===== config.mk =====
export PLATFORM = sky130hd
export DESIGN_NAME = slave_port_v1_flat
export DESIGN_NICKNAME = d
export VERILOG_FILES = /design/src/rtl/slave_port_v1_pkg.sv /design/src/rtl/slave_port_v1_if.sv /design/src/rtl/slave_port_v1.sv /design/src/flat_wrapper.sv
export SDC_FILE = /design/constraint.sdc
export NUM_CORES = 1
export LEC_CHECK = 0
export CORE_MARGIN = 3
export CORE_UTILIZATION = 45
export DETAILED_ROUTE_END_ITERATION = 16
export PLACE_DENSITY = 0.68
export SLEW_MARGIN = 0
export SYNTH_ARGS = -nofsm -noshare
export SYNTH_HDL_FRONTEND = slang
export SYNTH_SLANG_ARGS = --single-unit

===== constraint.sdc =====
create_clock -name clk -period 4.6 [get_ports clk]
set_input_delay 0.92 -clock clk [delete_from_list [all_inputs] [get_ports clk]]
set_output_delay 0.92 -clock clk [all_outputs]
set_load 0.005 [all_outputs]

===== src/rtl/slave_port_v1_pkg.sv =====
// Shared serial-bus definitions: bus geometry, transfer mode codes, slave-port state encoding.
// Pure definitions; no logic, no latency.
// Imported by the slave port and its bus interface.
package slave_port_v1_pkg;

  localparam int BUS_ADDR_WIDTH   = 16;
  localparam int SLAVE_ADDR_WIDTH = 4;
  localparam int BUS_DATA_WIDTH   = 8;

  localparam logic READ  = 1'b0;
  localparam logic WRITE = 1'b1;

  typedef enum logic [2:0] {
    IDLE  = 3'd0,
    ADDR  = 3'd1,
    WDATA = 3'd2,
    DREQ  = 3'd3,
    DWAIT = 3'd4,
    RDATA = 3'd5
  } sp_state_t;

  // Bit counter must reach the larger of the two field widths; one spare bit of headroom.
  function automatic int cnt_width(input int a, input int d);
    int m;
    m = (a > d) ? a : d;
    return $clog2(m) + 1;
  endfunction

endpackage


===== src/rtl/slave_port_v1_if.sv =====
// Bundles the serial bus side and the parallel device side of one slave port.
// Wires only; no latency.
// Flow control is carried by mvalid/svalid/sready on the bus and dvalid/dready/drvalid on the device.
interface slave_port_v1_if
  import slave_port_v1_pkg::*;
#(
  parameter int ADDR_WIDTH = BUS_ADDR_WIDTH - SLAVE_ADDR_WIDTH,
  parameter int DATA_WIDTH = BUS_DATA_WIDTH
) ();

  // serial bus side
  logic                  swdata;
  logic                  smode;
  logic                  mvalid;
  logic                  srdata;
  logic                  svalid;
  logic                  sready;

  // parallel device side
  logic [ADDR_WIDTH-1:0] daddr;
  logic [DATA_WIDTH-1:0] dwdata;
  logic                  dmode;
  logic                  dvalid;
  logic                  dready;
  logic [DATA_WIDTH-1:0] drdata;
  logic                  drvalid;

  // the slave port itself
  modport slave (
    input  swdata, smode, mvalid, dready, drdata, drvalid,
    output srdata, svalid, sready, daddr, dwdata, dmode, dvalid
  );

  // whatever drives the bus and models the device
  modport master (
    output swdata, smode, mvalid, dready, drdata, drvalid,
    input  srdata, svalid, sready, daddr, dwdata, dmode, dvalid
  );

endinterface


===== src/rtl/slave_port_v1.sv =====
// Serial-bus slave port: deserialises address/write data, issues one device request, serialises read data.
// Latency: dvalid 1 cycle after last serial bit sampled; first svalid 1 cycle after drvalid.
// Backpressure: dvalid held with stable payload until dready; serial input only taken while sready/ADDR/WDATA.
module slave_port_v1
  import slave_port_v1_pkg::*;
#(
  parameter int ADDR_WIDTH = BUS_ADDR_WIDTH - SLAVE_ADDR_WIDTH,
  parameter int DATA_WIDTH = BUS_DATA_WIDTH
) (
  input  logic             clk,
  input  logic             rstn,
  slave_port_v1_if.slave   bus
);

  localparam int             CNT_W     = cnt_width(ADDR_WIDTH, DATA_WIDTH);
  localparam logic [CNT_W-1:0] ADDR_LAST = CNT_W'(ADDR_WIDTH - 1);
  localparam logic [CNT_W-1:0] DATA_LAST = CNT_W'(DATA_WIDTH - 1);
  localparam logic [CNT_W-1:0] CNT_ONE   = CNT_W'(1);

  sp_state_t             state, state_nxt;
  logic [ADDR_WIDTH-1:0] addr, addr_nxt;
  logic [DATA_WIDTH-1:0] wdata, wdata_nxt;
  logic [DATA_WIDTH-1:0] rdata, rdata_nxt;
  logic [DATA_WIDTH-1:0] rshift;
  logic                  mode, mode_nxt;
  logic [CNT_W-1:0]      cnt, cnt_nxt;
  logic                  srdata_nxt;

  // The port is free exactly when idle; this is the only unregistered output.
  assign bus.sready = (state == IDLE);

  // State register.
  always_ff @(posedge clk) begin
    if (!rstn) begin
      state <= IDLE;
    end else begin
      state <= state_nxt;
    end
  end

  // Next state plus next values of the shift registers and bit counter.
  always_comb begin
    state_nxt  = state;
    addr_nxt   = addr;
    wdata_nxt  = wdata;
    rdata_nxt  = rdata;
    mode_nxt   = mode;
    cnt_nxt    = cnt;
    rshift     = '0;
    srdata_nxt = 1'b0;

    case (state)
      IDLE: begin
        if (bus.mvalid) begin
          addr_nxt[0] = bus.swdata;
          mode_nxt    = bus.smode;
          if (ADDR_WIDTH == 1) begin
            cnt_nxt   = '0;
            state_nxt = (bus.smode == WRITE) ? WDATA : DREQ;
          end else begin
            cnt_nxt   = CNT_ONE;
            state_nxt = ADDR;
          end
        end
      end

      ADDR: begin
        if (bus.mvalid) begin
          addr_nxt = (addr & ~(ADDR_WIDTH'(1) << cnt)) | (ADDR_WIDTH'(bus.swdata) << cnt);
          if (cnt == ADDR_LAST) begin
            cnt_nxt   = '0;
            state_nxt = (mode == WRITE) ? WDATA : DREQ;
          end else begin
            cnt_nxt   = cnt + CNT_ONE;
          end
        end
      end

      WDATA: begin
        if (bus.mvalid) begin
          wdata_nxt = (wdata & ~(DATA_WIDTH'(1) << cnt)) | (DATA_WIDTH'(bus.swdata) << cnt);
          if (cnt == DATA_LAST) begin
            cnt_nxt   = '0;
            state_nxt = DREQ;
          end else begin
            cnt_nxt   = cnt + CNT_ONE;
          end
        end
      end

      DREQ: begin
        if (bus.dready) begin
          if (mode == WRITE) begin
            state_nxt = IDLE;
          end else if (bus.drvalid) begin
            // device answered in the same cycle it accepted: skip the wait
            rdata_nxt = bus.drdata;
            cnt_nxt   = '0;
            state_nxt = RDATA;
          end else begin
            state_nxt = DWAIT;
          end
        end
      end

      DWAIT: begin
        if (bus.drvalid) begin
          rdata_nxt = bus.drdata;
          cnt_nxt   = '0;
          state_nxt = RDATA;
        end
      end

      RDATA: begin
        if (cnt == DATA_LAST) begin
          cnt_nxt   = '0;
          state_nxt = IDLE;
        end else begin
          cnt_nxt   = cnt + CNT_ONE;
        end
      end

      default: begin
        state_nxt = IDLE;
      end
    endcase

    // Serial read bit is registered, so pick it from the next-cycle data and counter.
    rshift     = rdata_nxt >> cnt_nxt;
    srdata_nxt = (state_nxt == RDATA) && rshift[0];
  end

  // Datapath registers and registered outputs, all cleared by reset.
  always_ff @(posedge clk) begin
    if (!rstn) begin
      addr       <= '0;
      wdata      <= '0;
      rdata      <= '0;
      mode       <= 1'b0;
      cnt        <= '0;
      bus.daddr  <= '0;
      bus.dwdata <= '0;
      bus.dmode  <= 1'b0;
      bus.dvalid <= 1'b0;
      bus.svalid <= 1'b0;
      bus.srdata <= 1'b0;
    end else begin
      addr       <= addr_nxt;
      wdata      <= wdata_nxt;
      rdata      <= rdata_nxt;
      mode       <= mode_nxt;
      cnt        <= cnt_nxt;
      bus.dvalid <= (state_nxt == DREQ);
      bus.svalid <= (state_nxt == RDATA);
      bus.srdata <= srdata_nxt;
      // payload is loaded on entry to DREQ and cannot change while the request is pending
      if (state_nxt == DREQ) begin
        bus.daddr  <= addr_nxt;
        bus.dwdata <= wdata_nxt;
        bus.dmode  <= mode_nxt;
      end
    end
  end

endmodule


===== src/flat_wrapper.sv =====
// flat-port wrapper written by rule: the top's interface ports become plain ports
module slave_port_v1_flat import slave_port_v1_pkg::*;
#(
  parameter int ADDR_WIDTH = BUS_ADDR_WIDTH - SLAVE_ADDR_WIDTH,
  parameter int DATA_WIDTH = BUS_DATA_WIDTH
)
  (clk, rstn, bus_swdata, bus_smode, bus_mvalid, bus_dready, bus_drdata, bus_drvalid, bus_srdata, bus_svalid, bus_sready, bus_daddr, bus_dwdata, bus_dmode, bus_dvalid);
  slave_port_v1_if #(.ADDR_WIDTH(ADDR_WIDTH), .DATA_WIDTH(DATA_WIDTH)) bus_i ();
  input  logic clk;
  input  logic rstn;
  input wire logic [$bits(bus_i.swdata)-1:0] bus_swdata;
  input wire logic [$bits(bus_i.smode)-1:0] bus_smode;
  input wire logic [$bits(bus_i.mvalid)-1:0] bus_mvalid;
  input wire logic [$bits(bus_i.dready)-1:0] bus_dready;
  input wire logic [$bits(bus_i.drdata)-1:0] bus_drdata;
  input wire logic [$bits(bus_i.drvalid)-1:0] bus_drvalid;
  output wire logic [$bits(bus_i.srdata)-1:0] bus_srdata;
  output wire logic [$bits(bus_i.svalid)-1:0] bus_svalid;
  output wire logic [$bits(bus_i.sready)-1:0] bus_sready;
  output wire logic [$bits(bus_i.daddr)-1:0] bus_daddr;
  output wire logic [$bits(bus_i.dwdata)-1:0] bus_dwdata;
  output wire logic [$bits(bus_i.dmode)-1:0] bus_dmode;
  output wire logic [$bits(bus_i.dvalid)-1:0] bus_dvalid;
  assign bus_i.swdata = bus_swdata;
  assign bus_i.smode = bus_smode;
  assign bus_i.mvalid = bus_mvalid;
  assign bus_i.dready = bus_dready;
  assign bus_i.drdata = bus_drdata;
  assign bus_i.drvalid = bus_drvalid;
  assign bus_srdata = bus_i.srdata;
  assign bus_svalid = bus_i.svalid;
  assign bus_sready = bus_i.sready;
  assign bus_daddr = bus_i.daddr;
  assign bus_dwdata = bus_i.dwdata;
  assign bus_dmode = bus_i.dmode;
  assign bus_dvalid = bus_i.dvalid;
  slave_port_v1 #(.ADDR_WIDTH(ADDR_WIDTH), .DATA_WIDTH(DATA_WIDTH)) u_core (.clk(clk), .rstn(rstn), .bus(bus_i));
endmodule

* Word-level counts from Yosys, hierarchy flattened *
Cells that the tools add are included.

operators by class
  reduce and logical (&&, ||, !) cells = 2
  bitwise logic cells = 6
  eq/ne operators = 9
  $add $sub $neg = 1
  mux-type cells = 33
  shift operators = 5

operators by type and width
  kind                                              count
  2-to-1 mux 5 bit                                  8
  2-to-1 mux 8 bit                                  5
  case mux 5 bit (6 select lines)                   1
  2-to-1 mux 3 bit                                  9
  case mux 3 bit (6 select lines)                   1
  case mux 8 bit (2 select lines)                   1
  bitwise AND 12 bit                                1
  2-to-1 mux 12 bit                                 1
  NOT 12 bit                                        1
  bitwise OR 12 bit                                 1
  << shifter 1 x 5 -> 12 bit                        1
  << shifter 1 x 5 -> 12 bit, first input constant  1
  2-to-1 mux 11 bit                                 1
  == test 3 x 2 -> 1 bit, second input constant     3
  == test 3 bit, second input constant              3
  bitwise AND 8 bit                                 1
  NOT 8 bit                                         1
  bitwise OR 8 bit                                  1
  << shifter 1 x 5 -> 8 bit                         1
  << shifter 1 x 5 -> 8 bit, first input constant   1
  right shift 8 x 5 -> 1 bit                        1
  adder 5 x 1 -> 5 bit, second input constant       1
  == test 5 x 3 -> 1 bit, second input constant     1
  == test 5 x 4 -> 1 bit, second input constant     1
  other kinds (5)                                   9

storage, ports and cells
  register bits = 61
  logic and storage cells = 68
  bits of input ports = 15
  output and inout port bits = 25

* Logic depth before layout (Yosys ltp) *
Gate-level depths: netlist (run 1).

  word-level depth = 6
  mapped depth = 11
  mapped depth without buffers = 8

* Least setup slack after synthesis (run 1) *
Ideal clock, no wire load.

  kind = input to register
  start point = in bus_drvalid
  end point = reg u_core.bus.srdata
  cell stages on the path = 8
  buffers on the path = 1
  setup time = 0.103 ns
  arrival = 2.440 ns
  path slack = 2.056 ns
  required time = 4.497 ns
  path through = o21ba_2 > nor3_2 > o21ai_0 > and2_1 > buf_4 > mux2_2 > o221ai_2 > a2111oi_2

between the ends
  cells in the longest elaborated chain, start to end = 6
  elaborated cells between the ends (all ways) = 16
  classes of those cells = eq/ne: 1; shift: 1; mux: 13; reduce/logical: 1

ends and longest elaborated chain
  what                                                                RTL line                                    text
  start: declaration                                                  flat_wrapper.sv:16                          input wire logic [$bits(bus_i.drvalid)-1:0] bus_drvalid;
  2-to-1 mux 5 bit, or another cell as far along                      slave_port_v1.sv:95, slave_port_v1.sv:107
  2-to-1 mux 5 bit, or another cell as far along                      slave_port_v1.sv:93                         if (mode == WRITE) begin
  2-to-1 mux 5 bit, or another cell as far along                      slave_port_v1.sv:92                         if (bus.dready) begin
  case mux 5 bit (6 select lines), or another cell as far along       slave_port_v1.sv:52                         case (state)
  right shift 8 x 5 -> 1 bit / == test 3 bit (equally long branches)  slave_port_v1.sv:129, slave_port_v1.sv:130
  logical AND 1 bit (*)                                               slave_port_v1.sv:130                        srdata_nxt = (state_nxt == RDATA) && rshift[0];
  end signal: assignment                                              slave_port_v1.sv:155                        bus.srdata <= srdata_nxt;
  end: declaration                                                    slave_port_v1_if.sv:31                      output srdata, svalid, sready, daddr, dwdata, dmode, dvalid

Every way passes the cells marked *; elsewhere a longest branch is shown, timed or not.
A chain may end at the register's enable or synchronous reset.

* Final worst setup path (run 1) *
  start point = in bus_mvalid
  end point = reg u_core.bus.srdata

between the ends
  cells in the longest elaborated chain, start to end = 4
  elaborated cells between the ends (all ways) = 11
  classes of those cells = eq/ne: 1; shift: 1; mux: 8; reduce/logical: 1

ends and longest elaborated chain
  what                                                                                       RTL line                                    text
  start: declaration                                                                         flat_wrapper.sv:13                          input wire logic [$bits(bus_i.mvalid)-1:0] bus_mvalid;
  2-to-1 mux 5 bit, or another cell as far along                                             slave_port_v1.sv:80                         if (bus.mvalid) begin
  case mux 5 bit (6 select lines) / case mux 3 bit (6 select lines) (equally long branches)  slave_port_v1.sv:52
  right shift 8 x 5 -> 1 bit / == test 3 bit (equally long branches)                         slave_port_v1.sv:129, slave_port_v1.sv:130
  logical AND 1 bit (*)                                                                      slave_port_v1.sv:130

Marks and branches as above.

==> reports/metrics.yaml, run 1 <==
worst_setup_path:
  critPathSlowestCell: "clkdlybuf4s50_1"
  crit_path_cell_trace: "clkdlybuf4s50_1 > a211oi_1 > o21ai_0 > and2_1 > mux2_2 > o221ai_2 > a2111oi_2"
  worst-endpoint-arrival_ns: 3.25
  worst_path_dominant_cell_family: "compound AO/OA/AOI/OAI gates"
  sum_of_buffers_and_inverters_on_the_critical_path: 1
  critPathKind: "in -> reg"
  cp_max_fo: 13
  stage_delay_of_the_slowest_cell_on_the_critical_path_ns: 0.62
  critPathRequiredTime_ns: 4.83
  kind_of_start_point_of_the_critical_path: "input port"
  category_of_the_worst_setup_path_capture_point: "flip-flop"
sta:
  setup_viol: 0
  final-max-slew-violation-count: 0
  final-hold-violation-count: 0
  max_clock_freq_mhz: 332
  timing.slew.headroom_pct: 53.7
  final_worst_path_cycle_share_pct: 65.6
  max_clock_skew_ns: 0.00553
  finalWorstPathRequiredPeriod_ns: 3.02
  post-route-worst-setup-slack_ns: 1.58
  setup_repair_after_global_routing_missed_its_margin: "false"
  tightest_slew_ns: 0.694
  setup_total_negative_slack_ns: 0
layout:
  post_synthesis_to_final_layout_area_growth_pct: 17.7
  final.fill_count: 570
  final_core_utilization_pct: 56.7
  nets: 388
  drive_above_1_share_pct: 12.1
  insertedDiodeCount: 0
  layoutNonFillerInstCount: 447
global_routing:
  grt.total_usage_pct: 18.5
  grt_pass1_wl_um: 10900
  number_of_global_route_vias_before_repair: 2255
  antenna_found_initial: 0
  globalRouteOverflowTotal: 0
  grt_max_degree: 49
clock_network:
  cts_sinks: 61
  cts_tree: "done"
  worst_skew_pair.late_latency_ns: 0.34
  clk_root_buffer_cell: "clkbuf_8"
  cts-buffers-inserted: 9
  clk_pin_slew_ns: 0.07
  cts_hold_buf: 0
  htreeDepth: 3
  post_cts_resized: 0
  clock_tree.buffer_depth: 2
  post_cts_buffers: 0
placed_design:
  hpwlAfterDp_um: 4490
  routabilityCongestion: 0.901
  dp_slack_ns: 1.25
  placed_cells: 432
  io_buffer_count: 39
synthesis:
  synth_warn: 0
  yosys.cell_count.top_type: "dfxtp_1"
  ys_top_cells_by_count: "61 x dfxtp_1, 60 x nor2_1, 39 x nand2_1"
  synthDistinctLibCells: 58
  netlist_area_um2: 2950
  synthesized_area_fraction_occupied_by_ao_oa_aoi_and_oai_cells_pct: 20.7
  synth_xor_xnor_area_share_pct: 0
  syn-mean-instance-area_um2: 8.71
  dominantRegCellSynth: "dfxtp_1"
  synth.top_cells.by_area: "dfxtp_1 41%, nor2_1 7.6%, nand2_1 5.0%, a211oi_2 4.2%, mux2i_1 4.1%"
  ys_ff_latch: 61
  yosys.area_share.simple_pct: 24.1
  synth_edf_count: 0
  synth_top_area_share_pct: 41.3
  async_flop_share_pct: 0
  synth-adder-area-share_pct: 2.46
  syn-instance-count: 339
  netlist.top_cell.by_area: "dfxtp_1"
  synth_seq_area_share_pct: 41.3
  synth_top_family_by_area: "simple AND/OR/NAND/NOR gates"
  synth_nets: 359
  post_synth_mux_area_share_pct: 5.21
worst_hold_path:
  timing.hold.worst.class: "reg -> reg"
routing:
  drc: 0
  postRouteAntennaNets: 0
  route.vias.total: 2398
  first_pass_iters: 4
  drt-wirelength-per-cell_um: 14.3
  routed_via_density: 5.36
  drt_iter0_markers: 177
  route.final.wire_length_um: 6410
pwr:
  fin_total_pwr_mw: 1.04
  power_density_nw_per_um2: 298
  cellLeakagePower_nw: 1.27
  irDropWorstVdd_v: 0.000212
floorplan:
  start_util_pct: 48.2
  design.portCount: 40
  floorplan.die.height_um: 87.0
  chipWidth_um: 87.0
  coreArea_um2: 6130
  die_area_um2: 7570
  row_count: 28
flow_run:
  maxcap_viol_count: 0
status:
  run_status: "completed"
[registers in the layout, indices dropped and copies added (netlist names)]
name,cells
u_core.bus.dvalid,1
u_core.bus.svalid,1
u_core.addr,12
u_core.state,3
u_core.bus.dmode,1
u_core.bus.dwdata,8
u_core.wdata,8
u_core.bus.srdata,1
u_core.rdata,8
u_core.bus.daddr,12
u_core.cnt,5
u_core.mode,1
[kinds of logic after synthesis]
| family | Yosys count |
|---|---|
| compound gates | 78 |
| fa+ha+maj | 6 |
| buf+inv | 32 |
| flops | 61 |
| mux | 15 |
| simple gates | 147 |
[per-stage QoR]
step                hold slack [ns]  instance area [um2]
floorplan                     0.433                 2950
global placement              0.444                 3300
detailed placement            0.445                 3300
CTS                           0.455                 3480
global route                  0.473                 3480
finish                        0.456                 3480
[tightest hold or removal path, cell delays in order, from the launching register on]
cell and delay [ns]:
dfxtp_1 0.31, nand2_1 0.05, a21oi_1 0.05
[placed cells by master, fill, tap and decap left out, types with 2 or more instances in the layout]
cell type / instances
o21a_1: 2
nor2_2: 3
nand2_1: 39
a22oi_1: 10
nand3b_1: 4
a211oi_1: 8
nand2b_1: 3
ha_1: 5
or3_1: 2
clkbuf_8: 11
clkdlybuf4s50_1: 39
nor4_1: 2
nand3_1: 6
dfxtp_1: 61
a21oi_1: 15
inv_1: 9
and2_1: 9
o21ai_0: 13
and3_1: 5
nor2_1: 60
buf_4: 2
mux2_2: 3
a211oi_2: 10
mux2i_1: 12
o31ai_1: 2
nor2b_1: 2
[power by group]
part	leakage, nW	total, mW	switching (mW)	internal [mW]
registers	0.492	0.540	0.00876	0.531
clock network	0.0884	0.428	0.206	0.222
logic	0.693	0.0697	0.0395	0.0303
[final cells by class]
type,instances,area [um2],share of cell area [%]
inverters,9,33.8,0.971
repair buffers,41,405,11.7
flip-flops and latches,61,1220,35.1
well taps,75,93.8,2.70
clock buffers,12,155,4.46
multi-input cells,246,1550,44.5
clock inverters,3,21.3,0.612
[per-layer routing]
| layer | wire, um | global-route usage, % | up-vias |
|---|---|---|---|
| met3 | 266 | 3.97 | 11 |
| met5 | 0 | 0 | - |
| met2 | 2850 | 27.2 | 47 |
| met1 | 3180 | 25.3 | 1101 |
| met4 | 107 | 9.35 | 0 |
| li1 | - | - | 1239 |
[path summary, 6_finish.rpt]
kind,cells after the start,endpoint,start,slack (ns)
worst max-delay path,7,u_core.bus.srdata,bus_mvalid,1.58
worst min-delay path,2,u_core.rdata[4],u_core.rdata[4],0.46
worst max register to register,7,u_core.bus.srdata,u_core.state[2],1.89
worst min register to register,2,u_core.rdata[4],u_core.rdata[4],0.46
(Power assumes the default switching activity.)
==> inputs of run 2 (changes only) <==
- PLACE_DENSITY: 0.68 -> 0.71
- clock period: 4.6 -> 2.5 ns (I/O delays scaled with it)
==> reports/metrics.yaml, run 2 (synthesized netlist as in run 1, its figures left out) <==
pwr:
  power_density_nw_per_um2: 528
  irDropWorstVdd_v: 0.000378
  cellLeakagePower_nw: 1.40
worst_setup_path:
  critPathSlowestCell: "and4bb_1"
  critPathRequiredTime_ns: 2.71
  sum_of_buffers_and_inverters_on_the_critical_path: 0
  cp_max_fo: 8
  crit_path_cell_trace: "ha_1 > and4bb_1 > a21oi_2 > o21ai_2 > and2_1 > mux2_2 > o211ai_1 > a2111oi_2"
  kind_of_start_point_of_the_critical_path: "flip-flop"
  category_of_the_worst_setup_path_capture_point: "flip-flop"
  worst-endpoint-arrival_ns: 2.57
  critPathKind: "reg -> reg"
  worst_path_dominant_cell_family: "simple AND/OR/NAND/NOR gates"
  stage_delay_of_the_slowest_cell_on_the_critical_path_ns: 0.43
clock_network:
  cts-buffers-inserted: 9
  worst_skew_pair.late_latency_ns: 0.34
  clk_pin_slew_ns: 0.06
  post_cts_resized: 0
  cts_tree: "done"
  cts_sinks: 61
  clock_tree.buffer_depth: 2
  htreeDepth: 3
  cts_hold_buf: 0
  post_cts_buffers: 0
  clk_root_buffer_cell: "clkbuf_8"
floorplan:
  chipWidth_um: 87.0
  die_area_um2: 7570
  design.portCount: 40
  row_count: 28
  start_util_pct: 48.2
  coreArea_um2: 6130
  floorplan.die.height_um: 87.0
routing:
  drc: 0
  postRouteAntennaNets: 0
  drt-wirelength-per-cell_um: 13.6
  routed_via_density: 5.27
  first_pass_iters: 5
  route.final.wire_length_um: 6420
  drt_iter0_markers: 170
  route.vias.total: 2489
sta:
  setup_repair_after_global_routing_missed_its_margin: "false"
  setup_total_negative_slack_ns: 0
  final-hold-violation-count: 0
  post-route-worst-setup-slack_ns: 0.138
  finalWorstPathRequiredPeriod_ns: 2.36
  final_worst_path_cycle_share_pct: 94.5
  max_clock_skew_ns: 0.00839
  tightest_slew_ns: 0.509
  max_clock_freq_mhz: 423
  setup_viol: 0
  timing.slew.headroom_pct: 66.0
  final-max-slew-violation-count: 0
flow_run:
  maxcap_viol_count: 0
layout:
  final_core_utilization_pct: 60.0
  reg_top3: "u_core.addr: 12 flops, u_core.bus.daddr: 12 flops"
  post_synthesis_to_final_layout_area_growth_pct: 24.5
  drive_above_1_share_pct: 17.6
  layout_commonest_cell: "dfxtp_1"
  layout_common_cells: "61 x dfxtp_1, 60 x nor2_1, 39 x nand2_1, 39 x clkdlybuf4s50_1, 26 x buf_4"
  nets: 413
  insertedDiodeCount: 0
  final.fill_count: 556
  final_area_um2: 3680
global_routing:
  grt_max_degree: 49
  grt.total_usage_pct: 18.7
  grt_pass1_wl_um: 11100
  antenna_found_initial: 0
  number_of_global_route_vias_before_repair: 2351
  globalRouteOverflowTotal: 0
placed_design:
  routabilityCongestion: 0.861
  io_buffer_count: 39
  dp_slack_ns: -0.166
  placed_cell_area_um2: 3500
  hpwlAfterDp_um: 4610
status:
  run_status: "completed"
worst_hold_path:
  timing.hold.worst.class: "reg -> reg"
run 2: changes by cell type in the layout (fill, tap and decap cells not counted):
cell | previous run | this run
buf_12 | 0 | 1
buf_4 | 2 | 26
run 2: cell type report:
class | count | area [um2] | area share (%)
repair buffers | 66 | 606 | 16.5
inverters | 9 | 33.8 | 0.918
multi-input cells | 246 | 1550 | 42.1
clock buffers | 12 | 155 | 4.22
flip-flops and latches | 61 | 1220 | 33.2
clock inverters | 3 | 21.3 | 0.578
well taps | 75 | 93.8 | 2.55
run 2: metal layers:
layer	GRT usage, %	vias to the layer above	wire (um)
met4	7.22	0	97
li1	-	1286	-
met1	26.4	1128	3180
met5	0	-	0
met2	26.8	65	2820
met3	5.30	10	318
run 2: power breakdown:
group | internal [mW] | switching, mW | leakage, nW
Combinational | 0.0805 | 0.0881 | 0.822
Sequential | 0.978 | 0.00541 | 0.492
Clock | 0.408 | 0.381 | 0.0884
Total | 1.47 | 0.475 | 1.40
run 2: worst paths after layout:
| kind | endpoint | cells past startpoint | slack [ns] | from |
|---|---|---|---|---|
| setup reg to reg | u_core.bus.srdata | 8 | 0.14 | u_core.cnt[0] |
| hold reg to reg | u_core.rdata[5] | 2 | 0.46 | u_core.rdata[5] |
| hold / removal | u_core.rdata[5] | 2 | 0.46 | u_core.rdata[5] |
| setup / recovery | u_core.bus.srdata | 8 | 0.14 | u_core.cnt[0] |
run 2: worst reg2reg max path, stage by stage, from the launching register on:
cell       delay (ns)
dfxtp_1          0.34
ha_1             0.23
and4bb_1         0.43
a21oi_2          0.09
o21ai_2          0.19
and2_1           0.27
mux2_2           0.37
o211ai_1         0.22
a2111oi_2        0.10
run 2: stage by stage:
stage | hold slack (ns) | std cells | total power [mW]
detailed placement | 0.445 | 457 | 1.17
global route | 0.476 | 472 | 2.03
finish | 0.457 | 472 | 1.94
CTS | 0.456 | 472 | 1.96
floorplan | 0.433 | 339 | 1.09
global placement | 0.449 | 457 | 1.17
